===== src/rtl/dm_dump_reader.sv =====
// dm_dump_reader: walks the data memory over the MEM stage debug port while
// the pipeline is halted and streams every word, least significant byte
// first, to the debug UART transmitter over a valid/ready handshake.
module dm_dump_reader #(
  parameter int NB_DATA    = 32,
  parameter int NB_ADDR    = 7,
  parameter int N_WORDS    = 32,
  parameter int RD_LATENCY = 2
) (
  input  logic               i_clock,
  input  logic               i_reset_n,
  input  logic               i_start,
  output logic [NB_ADDR-1:0] o_dm_addr,
  output logic               o_dm_enable_addr,
  output logic               o_dm_enable,
  output logic               o_dm_enable_read,
  output logic               o_enable_mem,
  input  logic [NB_DATA-1:0] i_dm_data,
  output logic [7:0]         o_tx_data,
  output logic               o_tx_valid,
  input  logic               i_tx_ready,
  output logic               o_busy,
  output logic               o_done
);

  localparam int NB_LAT  = (RD_LATENCY < 2) ? 1 : $clog2(RD_LATENCY + 1);
  localparam int NB_WCNT = (N_WORDS < 2) ? 1 : $clog2(N_WORDS);

  localparam logic [NB_LAT-1:0]  LAT_MAX   = NB_LAT'(RD_LATENCY);
  localparam logic [NB_WCNT-1:0] LAST_WORD = NB_WCNT'(N_WORDS - 1);
  localparam logic [NB_ADDR-1:0] WORD_STEP = NB_ADDR'(4);

  typedef enum logic [2:0] {
    IDLE,
    ADDR,
    WAIT,
    SEND,
    DONE
  } state_t;

  state_t              state;
  state_t              state_next;

  logic [NB_ADDR-1:0]  addr_reg;
  logic [NB_WCNT-1:0]  word_cnt;
  logic [1:0]          byte_idx;
  logic [NB_LAT-1:0]   lat_cnt;
  logic [NB_DATA-1:0]  word_reg;

  logic                dbg_en;
  logic                tx_valid;
  logic                done_pulse;
  logic                last_byte;
  logic                last_word;

  assign last_byte = (byte_idx == 2'd3);
  assign last_word = (word_cnt == LAST_WORD);

  // State register; reset drops any dump in progress straight back to IDLE.
  always_ff @(posedge i_clock or negedge i_reset_n) begin
    if (!i_reset_n) begin
      state <= IDLE;
    end else begin
      state <= state_next;
    end
  end

  // Next-state and control decode; debug enables cover the whole ADDR..SEND span.
  always_comb begin
    state_next = state;
    dbg_en     = 1'b0;
    tx_valid   = 1'b0;
    done_pulse = 1'b0;
    case (state)
      IDLE: begin
        if (i_start) begin
          state_next = ADDR;
        end
      end
      ADDR: begin
        dbg_en     = 1'b1;
        state_next = WAIT;
      end
      WAIT: begin
        dbg_en = 1'b1;
        if (lat_cnt == LAT_MAX) begin
          state_next = SEND;
        end
      end
      SEND: begin
        dbg_en   = 1'b1;
        tx_valid = 1'b1;
        if (i_tx_ready && last_byte) begin
          state_next = last_word ? DONE : ADDR;
        end
      end
      DONE: begin
        done_pulse = 1'b1;
        state_next = IDLE;
      end
      default: begin
        state_next = IDLE;
      end
    endcase
  end

  // Address, counters and captured word; the address only advances after the
  // last byte of a word so it stays stable through the whole read latency.
  always_ff @(posedge i_clock or negedge i_reset_n) begin
    if (!i_reset_n) begin
      addr_reg <= '0;
      word_cnt <= '0;
      byte_idx <= '0;
      lat_cnt  <= '0;
      word_reg <= '0;
    end else begin
      case (state)
        IDLE: begin
          if (i_start) begin
            addr_reg <= '0;
            word_cnt <= '0;
            byte_idx <= '0;
            lat_cnt  <= '0;
          end
        end
        ADDR: begin
          lat_cnt <= NB_LAT'(1);
        end
        WAIT: begin
          if (lat_cnt == LAT_MAX) begin
            word_reg <= i_dm_data;
          end else begin
            lat_cnt <= lat_cnt + NB_LAT'(1);
          end
        end
        SEND: begin
          if (i_tx_ready) begin
            byte_idx <= byte_idx + 2'd1;
            if (last_byte && !last_word) begin
              addr_reg <= addr_reg + WORD_STEP;
              word_cnt <= word_cnt + NB_WCNT'(1);
            end
          end
        end
        default: begin
        end
      endcase
    end
  end

  assign o_dm_addr        = dbg_en ? addr_reg : '0;
  assign o_dm_enable_addr = dbg_en;
  assign o_dm_enable      = dbg_en;
  assign o_dm_enable_read = dbg_en;
  assign o_enable_mem     = dbg_en;
  assign o_tx_valid       = tx_valid;
  assign o_tx_data        = tx_valid ? word_reg[{byte_idx, 3'b000} +: 8] : 8'h00;
  assign o_busy           = (state != IDLE);
  assign o_done           = done_pulse;

endmodule

===== config.mk =====
export PLATFORM = sky130hd
export DESIGN_NAME = dm_dump_reader
export DESIGN_NICKNAME = d
export VERILOG_FILES = /design/src/rtl/dm_dump_reader.sv
export SDC_FILE = /design/constraint.sdc
export NUM_CORES = 1
export LEC_CHECK = 0
export ABC_AREA = 1
export BUFFER_PORTS_ARGS = -buffer_cell sky130_fd_sc_hd__clkbuf_2
export CORE_MARGIN = 2
export CORE_UTILIZATION = 40
export CTS_BUF_LIST = sky130_fd_sc_hd__clkbuf_16
export DETAILED_ROUTE_END_ITERATION = 10
export GPL_TIMING_DRIVEN = 0
export PLACE_DENSITY = 0.63
export SLEW_MARGIN = 30
export SYNTH_ARGS = -nofsm -noshare
export SYNTH_HDL_FRONTEND = slang
export SYNTH_SLANG_ARGS = --single-unit

===== constraint.sdc =====
create_clock -name i_clock -period 4.1 [get_ports i_clock]
set_clock_uncertainty 0.05 [all_clocks]
set_input_delay 0.615 -clock i_clock [delete_from_list [all_inputs] [get_ports i_clock]]
set_output_delay 0.615 -clock i_clock [all_outputs]
set_load 0.01 [all_outputs]

==> results of run 1 <==
[cell usage after synthesis, drive strengths merged]
cell type and number:
nor3 1, o21ai 20, ha 5, xnor2 2
nand3b 3, nor2 53, nand2 155, conb 1
o21a 1, a21oi 9, clkbuf 3, nand3 14
buf 17, inv 19, dfrtp 49, nand4 3
or2 1
[layout make-up]
cell class / count / area share (%)
sequential: 49 / 39.2
multi-input combinational: 269 / 37.5
timing repair buffer: 55 / 8.87
buffer: 20 / 4.31
clock buffer: 5 / 4.00
tap: 77 / 3.08
inverter: 19 / 2.44
clock inverter: 3 / 0.679
[critical path, delay by kind of cell, from the launching register on]
kind | cells | cell delay, ns
flip-flops | 1 | 0.35
AO/OA/AOI/OAI | 2 | 0.29
AND/OR/NAND/NOR | 1 | 0.19
buffers and inverters | 3 | 0.79
[where the power goes]
group          internal [uW]  total [uW]  switching (uW)
clock                    227         410             183
combinational            385         977             592
sequential               690         821             130
total                   1300        2210             905
[stage by stage]
stage          worst slack, ns  utilization [%]  cells  total power (uW)
2_1_floorplan             2.27                -    357              1520
3_3_place_gp              1.89             47.2    489              1790
3_5_place_dp              1.85             47.3    489              1810
4_1_cts                   1.53             49.6    497              2230
5_1_grt                   1.38             49.6    497              2420
6_report                  1.54             49.6    497              2210
[kinds of logic (layout without fill, tap and decap cells)]
| kind of cell | after synthesis | after routing |
|---|---|---|
| and+or+nand+nor | 230 | 230 |
| adders and majority gates | 5 | 5 |
| other | 1 | 2 |
| DFF | 49 | 49 |
| buffers and inverters | 39 | 102 |
| xor gates and xnor gates | 2 | 2 |
| AOI/OAI and AO/OA | 30 | 30 |
[layout by cell type, fill, tap and decap left out, types with 4 or more instances in the layout]
master and count:
buf_2 6, inv_2 4, nor2_1 49, ha_1 5
a21oi_1 9, inv_1 14, buf_4 8, nor2_2 4
clkbuf_16 5, nand2_1 151, dfrtp_1 49, nand3_1 14
clkbuf_2 54, o21ai_0 20
[worst max-delay path by stage]
stage	startpoint	to	slack [ns]
floorplan	byte_idx[0]	o_tx_data[5]	2.27
finish	byte_idx[1]	o_tx_data[4]	1.54
detailed placement	byte_idx[1]	o_tx_data[4]	1.85
global placement	byte_idx[1]	o_tx_data[4]	1.89
global route	byte_idx[1]	o_tx_data[3]	1.38
CTS	byte_idx[1]	o_tx_data[4]	1.53
[metal layers]
layer,vias up,track usage [%],routed length (um)
li1,1226,-,-
met1,1027,21.8,2710
met2,45,29.7,2730
met3,2,3.74,232
met4,0,3.03,22
met5,-,0,0
==> impl_metrics.py, run 1 <==
metrics = {
    "clock_network": {
        "cts_resized": 0,
        "cts_hold_buf": 0,
        "post-cts-setup-buffers": 0,
        "cts_tree": "yes",
        "htreeDepth": 2,
        "clk_pin_slew_worst_paths_ns": 0.07,
        "cts_root_buf": "clkbuf_16",
        "clock-sinks": 49,
        "clk_latency_ns": 0.28,
        "cts_buffer_depth": 2,
        "numCtsBuffers": 5,
    },
    "layout": {
        "final_area_um2": 3130,
        "fin_nets": 460,
        "diodes": 0,
        "regArea_um2": 1230,
        "drive_above_1_share_pct": 22.1,
        "fillers": 669,
        "multi_input_area_um2": 1170,
        "largest_register_ff_count": 32,
        "syn2layout_area_growth_pct": 20.1,
    },
    "yosys": {
        "syn_inst": 356,
        "synthTopCellsByArea": "dfrtp_1, nand2_1, nor2_1",
        "synth_cell_types": 24,
        "yosys_warnings": 0,
        "syn-mean-instance-area_um2": 7.32,
        "synthSimpleGateAreaFrac_pct": 35.8,
        "muxShareOfSynthArea_pct": 0,
        "synth-compound-area-share_pct": 5.85,
        "synth_area_um2": 2610,
        "synth_top_family_by_area": "simple AND/OR/NAND/NOR gates",
        "yosysSeqAreaShare_pct": 47.0,
        "synth.largest_area_cell": "dfrtp_1",
        "synth-xor-area-share_pct": 0.672,
        "ys_seq_elements": 49,
        "yosysTopAreaCellShare_pct": 47.0,
        "synth-adder-area-share_pct": 2.40,
    },
    "detailed_routing": {
        "drc": 0,
        "drt_iter0_drc": 64,
        "vias_per_cell": 4.63,
        "drtAntennaViolNets": 0,
        "via_count": 2300,
        "wl_um": 5690,
        "wl_per_cell_um": 11.4,
        "firstDrtPassIters": 4,
    },
    "global_routing": {
        "grt_max_degree": 50,
        "overflow": 0,
        "grt_pass1_vias": 2286,
        "grt_pass1_wl_um": 9960,
        "antenna_found_initial": 0,
        "grt_usage_pct": 17.0,
    },
    "setup_path": {
        "rrSetupSlack_ns": 2.34,
        "crit_slowest_cell": "clkbuf_1",
        "crit_type": "reg -> out",
        "critPathMaxStageDelay_ns": 0.39,
        "r2r_cells": 10,
        "path_cells": "clkbuf_1 -> inv_1 -> nor2_1 -> o21ai_0 -> a21oi_1 -> clkbuf_2",
        "required_ns": 3.43,
        "r2r-start": "word_cnt[0]",
        "critPathArrivalTime_ns": 1.89,
        "crit_path_end_kind": "output port",
        "path_max_fanout": 10,
        "r2r-end": "addr_reg[6]",
        "worstSetupStartpointType": "register",
    },
    "place": {
        "place_area_um2": 2990,
        "gp_congestion": 0.791,
        "dp_hpwl_um": 4130,
        "io_buffer_count": 55,
    },
    "power": {
        "power_density_nw_per_um2": 705,
        "ir_worst_vdd_uv": 394,
        "p_leak_uw": 0.00173,
    },
    "floorplan": {
        "fp.dieArea_um2": 7180,
        "rows": 29,
        "ioPinCount": 58,
        "core-area_um2": 6310,
        "start_util_pct": 41.3,
        "die_x_um": 84.7,
        "die_y_um": 84.7,
    },
    "job": {
        "drv_cap": 0,
    },
    "timing": {
        "hold-worst-slack_ns": 0.343,
        "grt_setup_unrepaired": "no",
        "finalCritPeriodShare_pct": 62.4,
        "hold_viol": 0,
        "tightest_slew_ns": 0.675,
        "fmax_ghz": 0.391,
        "finalSetupTns_ns": 0,
        "setup_viol": 0,
        "final.min_clock_period_ns": 2.56,
        "relSlewSlack_pct": 55.0,
        "slew_viol_final": 0,
    },
    "run_status": {
        "status": "finished clean",
    },
    "worst_hold_path": {
        "hp-class": "in -> async",
    },
}
Note: power is estimated with default switching activity, not from simulation.
==> run 2, diff against run 1 <==
Clock period 4.1 ns to 2.45 ns, I/O delays scaled along.
==> run 2 against run 1 <==
Against the previous run: sequential power grew 69%; combinational power is 65% higher; via count is 0.83% higher; final cell count decreased by 0.20%; die area is the same; cell area fell by 0.12%; clock-buffer cell count unchanged; worst hold slack got worse by 0.25 ns; largest cell class unchanged.
==> impl_metrics.py, run 2 (synthesis results as in run 1) <==
metrics = {
    "setup_path": {
        "crit_path_end_kind": "output port",
        "required_ns": 2.03,
        "r2r-start": "word_cnt[0]",
        "path_max_fanout": 10,
        "worstSetupStartpointType": "register",
        "rrSetupSlack_ns": 0.68,
        "r2r-end": "addr_reg[6]",
        "r2r_cells": 10,
        "crit_type": "reg -> out",
        "critPathArrivalTime_ns": 1.78,
    },
    "timing": {
        "hold_viol": 0,
        "relSlewSlack_pct": 54.9,
        "finalSetupTns_ns": 0,
        "tightest_slew_ns": 0.676,
        "setup_ws_ns": 0.254,
        "fmax_ghz": 0.455,
        "setup_viol": 0,
        "grt_setup_unrepaired": "no",
        "final.min_clock_period_ns": 2.20,
        "finalCritPeriodShare_pct": 89.7,
        "slew_viol_final": 0,
    },
    "clock_network": {
        "cts_resized": 0,
        "clk_latency_ns": 0.28,
        "htreeDepth": 2,
        "cts_root_buf": "clkbuf_16",
        "clock-sinks": 49,
        "cts_tree": "yes",
        "cts_buffer_depth": 2,
        "numCtsBuffers": 5,
        "clk_pin_slew_worst_paths_ns": 0.07,
    },
    "layout": {
        "fillers": 669,
        "finish.utilization_pct": 49.5,
        "fin_nets": 459,
        "final_area_um2": 3130,
        "final_cell_mix": "nand2_1, clkbuf_2, nor2_1, dfrtp_1, o21ai_0",
        "drive_above_1_share_pct": 22.2,
        "multi_input_area_um2": 1170,
        "largest_register_ff_count": 32,
        "syn2layout_area_growth_pct": 20.0,
        "diodes": 0,
        "regArea_um2": 1230,
        "layout_commonest_cell": "nand2_1",
    },
    "detailed_routing": {
        "drtAntennaViolNets": 0,
        "vias_per_cell": 4.68,
        "wl_um": 5690,
        "drt_iter0_drc": 65,
        "via_count": 2319,
        "firstDrtPassIters": 4,
        "wl_per_cell_um": 11.5,
        "drc": 0,
    },
    "global_routing": {
        "grt_usage_pct": 17.0,
        "grt_pass1_wl_um": 9960,
        "overflow": 0,
        "grt_pass1_vias": 2286,
        "grt_max_degree": 50,
        "antenna_found_initial": 0,
    },
    "worst_hold_path": {
        "hp-class": "in -> async",
    },
    "power": {
        "power_uw": 3700,
        "p_leak_uw": 0.00173,
        "power_density_nw_per_um2": 1180,
        "ir_worst_vdd_uv": 660,
    },
    "place": {
        "dp_hpwl_um": 4130,
        "gp_congestion": 0.791,
        "place_ws_ns": 0.445,
        "io_buffer_count": 55,
        "place_area_um2": 2990,
    },
    "floorplan": {
        "rows": 29,
        "die_y_um": 84.7,
        "ioPinCount": 58,
        "core-area_um2": 6310,
        "fp.dieArea_um2": 7180,
        "die_x_um": 84.7,
        "start_util_pct": 41.3,
    },
    "run_status": {
        "status": "finished clean",
    },
    "job": {
        "drv_cap": 0,
    },
}
run 2: timing repair:
item / in CTS / in global routing
hold buffers: 0 / 0
endpoints found under the setup margin: 0 / 2
endpoints found under the hold margin: 0 / 0
setup buffers: 0 / 0
run 2: critical path, stage by stage (launching register included):
cell	delay (ns)
dfrtp_1	0.39
buf_2	0.20
inv_2	0.12
clkbuf_1	0.29
o21ai_0	0.16
a21oi_1	0.18
clkbuf_2	0.16
run 2: worst max path at each step:
stage | depth (start not counted) | to | slack, ns | from
final | 6 | o_tx_data[5] | 0.25 | byte_idx[0]
after detailed placement | 6 | o_tx_data[4] | 0.45 | byte_idx[1]
after global routing | 6 | o_tx_data[4] | 0.09 | byte_idx[0]
after CTS | 6 | o_tx_data[4] | 0.13 | byte_idx[1]
after global placement | 6 | o_tx_data[4] | 0.49 | byte_idx[1]
after floorplan | 10 | addr_reg[5] | 0.86 | word_cnt[0]
run 2: final cells by class:
cell class              instances  area share [%]
flip-flops and latches         49            39.2
multi-input cells             269            37.5
repair buffers                 55            8.88
plain buffers                  19            4.20
clock buffers                   5            4.00
well taps                      77            3.08
inverters                      19            2.44
clock inverters                 3           0.680
run 2: layer usage:
layer  vias up  GRT usage, %  routed length (um)
met5         -             0                   0
met4         0          3.03                  22
met2        46          29.7                2730
met3         2          3.74                 219
met1      1046          21.8                2720
li1       1225             -                   -
run 2: where the power goes:
| part | internal [uW] | switching, uW | total [uW] |
|---|---|---|---|
| Sequential | 1160 | 240 | 1390 |
| Combinational | 642 | 971 | 1610 |
| Clock | 381 | 307 | 687 |
| Total | 2180 | 1520 | 3700 |
run 2: metrics by stage:
stage          hold WS [ns]  instances
2_1_floorplan        0.0219        357
3_3_place_gp          0.408        489
3_5_place_dp          0.410        489
4_1_cts               0.116        497
5_1_grt               0.148        496
6_report             0.0957        496
==> run 3, diff against run 2 <==
Settings changed: CORE_MARGIN 2 to 1.5, CTS_BUF_LIST sky130_fd_sc_hd__clkbuf_16 to sky130_fd_sc_hd__clkbuf_4 sky130_fd_sc_hd__clkbuf_8 sky130_fd_sc_hd__clkbuf_16.
==> run 3 against run 2 <==
Against the previous run: total power down 5.3%; die area shrank 2.3%; critical path type unchanged; highest routed layer unchanged; critical path depth did not move.
==> impl_metrics.py, run 3 (synthesis results as in run 1) <==
metrics = {
    "setup_path": {
        "worstSetupStartpointType": "register",
        "critPathArrivalTime_ns": 1.83,
        "cp-startpoint": "byte_idx[0]",
        "path_cells": "buf_2 -> inv_2 -> clkbuf_1 -> o21ai_0 -> a21oi_1 -> clkbuf_2",
        "critPathMaxStageDelay_ns": 0.38,
        "critPathTopFamily": "buffers and inverters",
        "r2r-start": "word_cnt[0]",
        "crit_slowest_cell": "dfrtp_1",
        "cp_num_buf_inv": 4,
        "crit_path_end_kind": "output port",
        "path_max_fanout": 10,
        "crit_type": "reg -> out",
        "required_ns": 2.03,
    },
    "floorplan": {
        "ioPinCount": 58,
        "die_x_um": 83.7,
        "start_util_pct": 41.3,
        "rows": 29,
        "core-area_um2": 6310,
        "die_y_um": 83.7,
        "fp.dieArea_um2": 7010,
    },
    "place": {
        "io_buffer_count": 55,
        "dp_hpwl_um": 4110,
        "gp_congestion": 0.806,
    },
    "job": {
        "drv_cap": 0,
    },
    "detailed_routing": {
        "wl_um": 5700,
        "via_count": 2329,
        "drt_iter0_drc": 136,
        "drc": 0,
        "wl_per_cell_um": 11.5,
        "firstDrtPassIters": 4,
        "vias_per_cell": 4.70,
        "drtAntennaViolNets": 0,
    },
    "power": {
        "p_int_uw": 2020,
        "p_sw_uw": 1480,
        "p_leak_uw": 0.00171,
        "seqPwrFrac_pct": 40.0,
        "clockPowerShare_pct": 14.3,
        "ir_worst_vdd_uv": 443,
        "power_frac_comb_pct": 45.7,
        "switching_share_pct": 42.3,
        "power_density_nw_per_um2": 1140,
    },
    "global_routing": {
        "grt_pass1_vias": 2185,
        "grt_max_degree": 50,
        "grt_usage_pct": 17.4,
        "antenna_found_initial": 0,
        "grt_pass1_wl_um": 9890,
        "overflow": 0,
    },
    "layout": {
        "finish.utilization_pct": 48.7,
        "largest_register_ff_count": 32,
        "final_cell_mix": "nand2_1, clkbuf_2, nor2_1, dfrtp_1, o21ai_0",
        "diodes": 0,
        "fin_nets": 459,
        "layout_commonest_cell": "nand2_1",
        "drive_above_1_share_pct": 22.4,
        "syn2layout_area_growth_pct": 17.9,
    },
    "timing": {
        "final.min_clock_period_ns": 2.24,
        "tightest_slew_ns": 0.689,
        "finalSetupTns_ns": 0,
        "hold_viol": 0,
        "fmax_ghz": 0.446,
        "finalCritPeriodShare_pct": 91.6,
        "slew_viol_final": 0,
        "relSlewSlack_pct": 54.0,
        "setup_viol": 0,
        "grt_setup_unrepaired": "no",
    },
    "clock_network": {
        "cts_resized": 0,
        "cts_buffer_depth": 2,
        "cts_root_buf": "clkbuf_8",
        "cts_tree": "yes",
        "cts_hold_buf": 0,
        "clk_pin_slew_worst_paths_ns": 0.09,
        "clk_latency_ns": 0.30,
        "clock-sinks": 49,
        "htreeDepth": 2,
        "post-cts-setup-buffers": 0,
        "numCtsBuffers": 5,
    },
    "run_status": {
        "status": "finished clean",
    },
    "worst_hold_path": {
        "hp-class": "in -> async",
    },
}
## run 3: changes by cell type in the layout (fill, tap and decap cells not counted)
| cell | before | now |
|---|---|---|
| clkbuf_16 | 5 | 0 |
| clkbuf_8 | 0 | 5 |
| clkbuf_4 | 1 | 3 |
| clkinv_1 | 1 | 0 |
| clkinv_4 | 1 | 0 |
| clkinvlp_4 | 0 | 1 |
| inv_6 | 2 | 1 |
## run 3: worst register-to-register path, cell delays in order, from the launching register on
cell and delay, ns:
dfrtp_1 0.45, ha_1 0.25, nand2_1 0.06, nor2_1 0.05, ha_1 0.20, nor2_1 0.19, nand2_4 0.07, nand2_4 0.06
nand2_2 0.14, nand2_1 0.10, nand2_1 0.06
## run 3: final timing paths
kind	cells past startpoint	slack, ns	end
max in group asynchronous	1	1.83	word_reg[2]
min in group i_clock	3	0.20	word_reg[1]
worst max register to register	10	0.67	word_cnt[3]
worst min-delay path	1	0.07	lat_cnt[0]
worst max-delay path	6	0.21	o_tx_data[4]
worst min register to register	2	0.43	word_reg[30]
## run 3: final cells by class
class	instances	area (um2)
Buffer	19	131
Clock buffer	7	83.8
Clock inverter	1	7.51
Fill cell	665	3240
Inverter	19	76.3
Multi-Input combinational cell	269	1170
Sequential cell	49	1230
Tap cell	77	96.3
Timing Repair Buffer	55	278
## run 3: metal layers
layer / part of all wire [%] / vias to the layer above / track usage (%)
met3: 3.5 / 6 / 3.76
met4: 0.81 / 0 / 4.02
met2: 47 / 52 / 28.6
met5: 0 / - / 0
li1: - / 1217 / -
met1: 48 / 1054 / 23.7
## run 3: through the flow
stage	power, uW	area (um2)	setup slack, ns	hold WS, ns	cells
floorplan	2540	2610	0.864	0.0219	357
global placement	3000	2980	0.490	0.408	489
detailed placement	3030	2990	0.453	0.410	489
CTS	3540	3080	0.104	0.0997	497
global route	3840	3070	0.0131	0.120	496
finish	3500	3070	0.207	0.0742	496
## run 3: power by group through the flow
| stage | logic [uW] | registers, uW | clock network (uW) |
|---|---|---|---|
| global route | 1840 | 1450 | 553 |
| CTS | 1650 | 1380 | 517 |
| finish | 1600 | 1400 | 499 |
| global placement | 1610 | 1390 | 0 |
| floorplan | 1220 | 1330 | 0 |
| detailed placement | 1640 | 1390 | 0 |
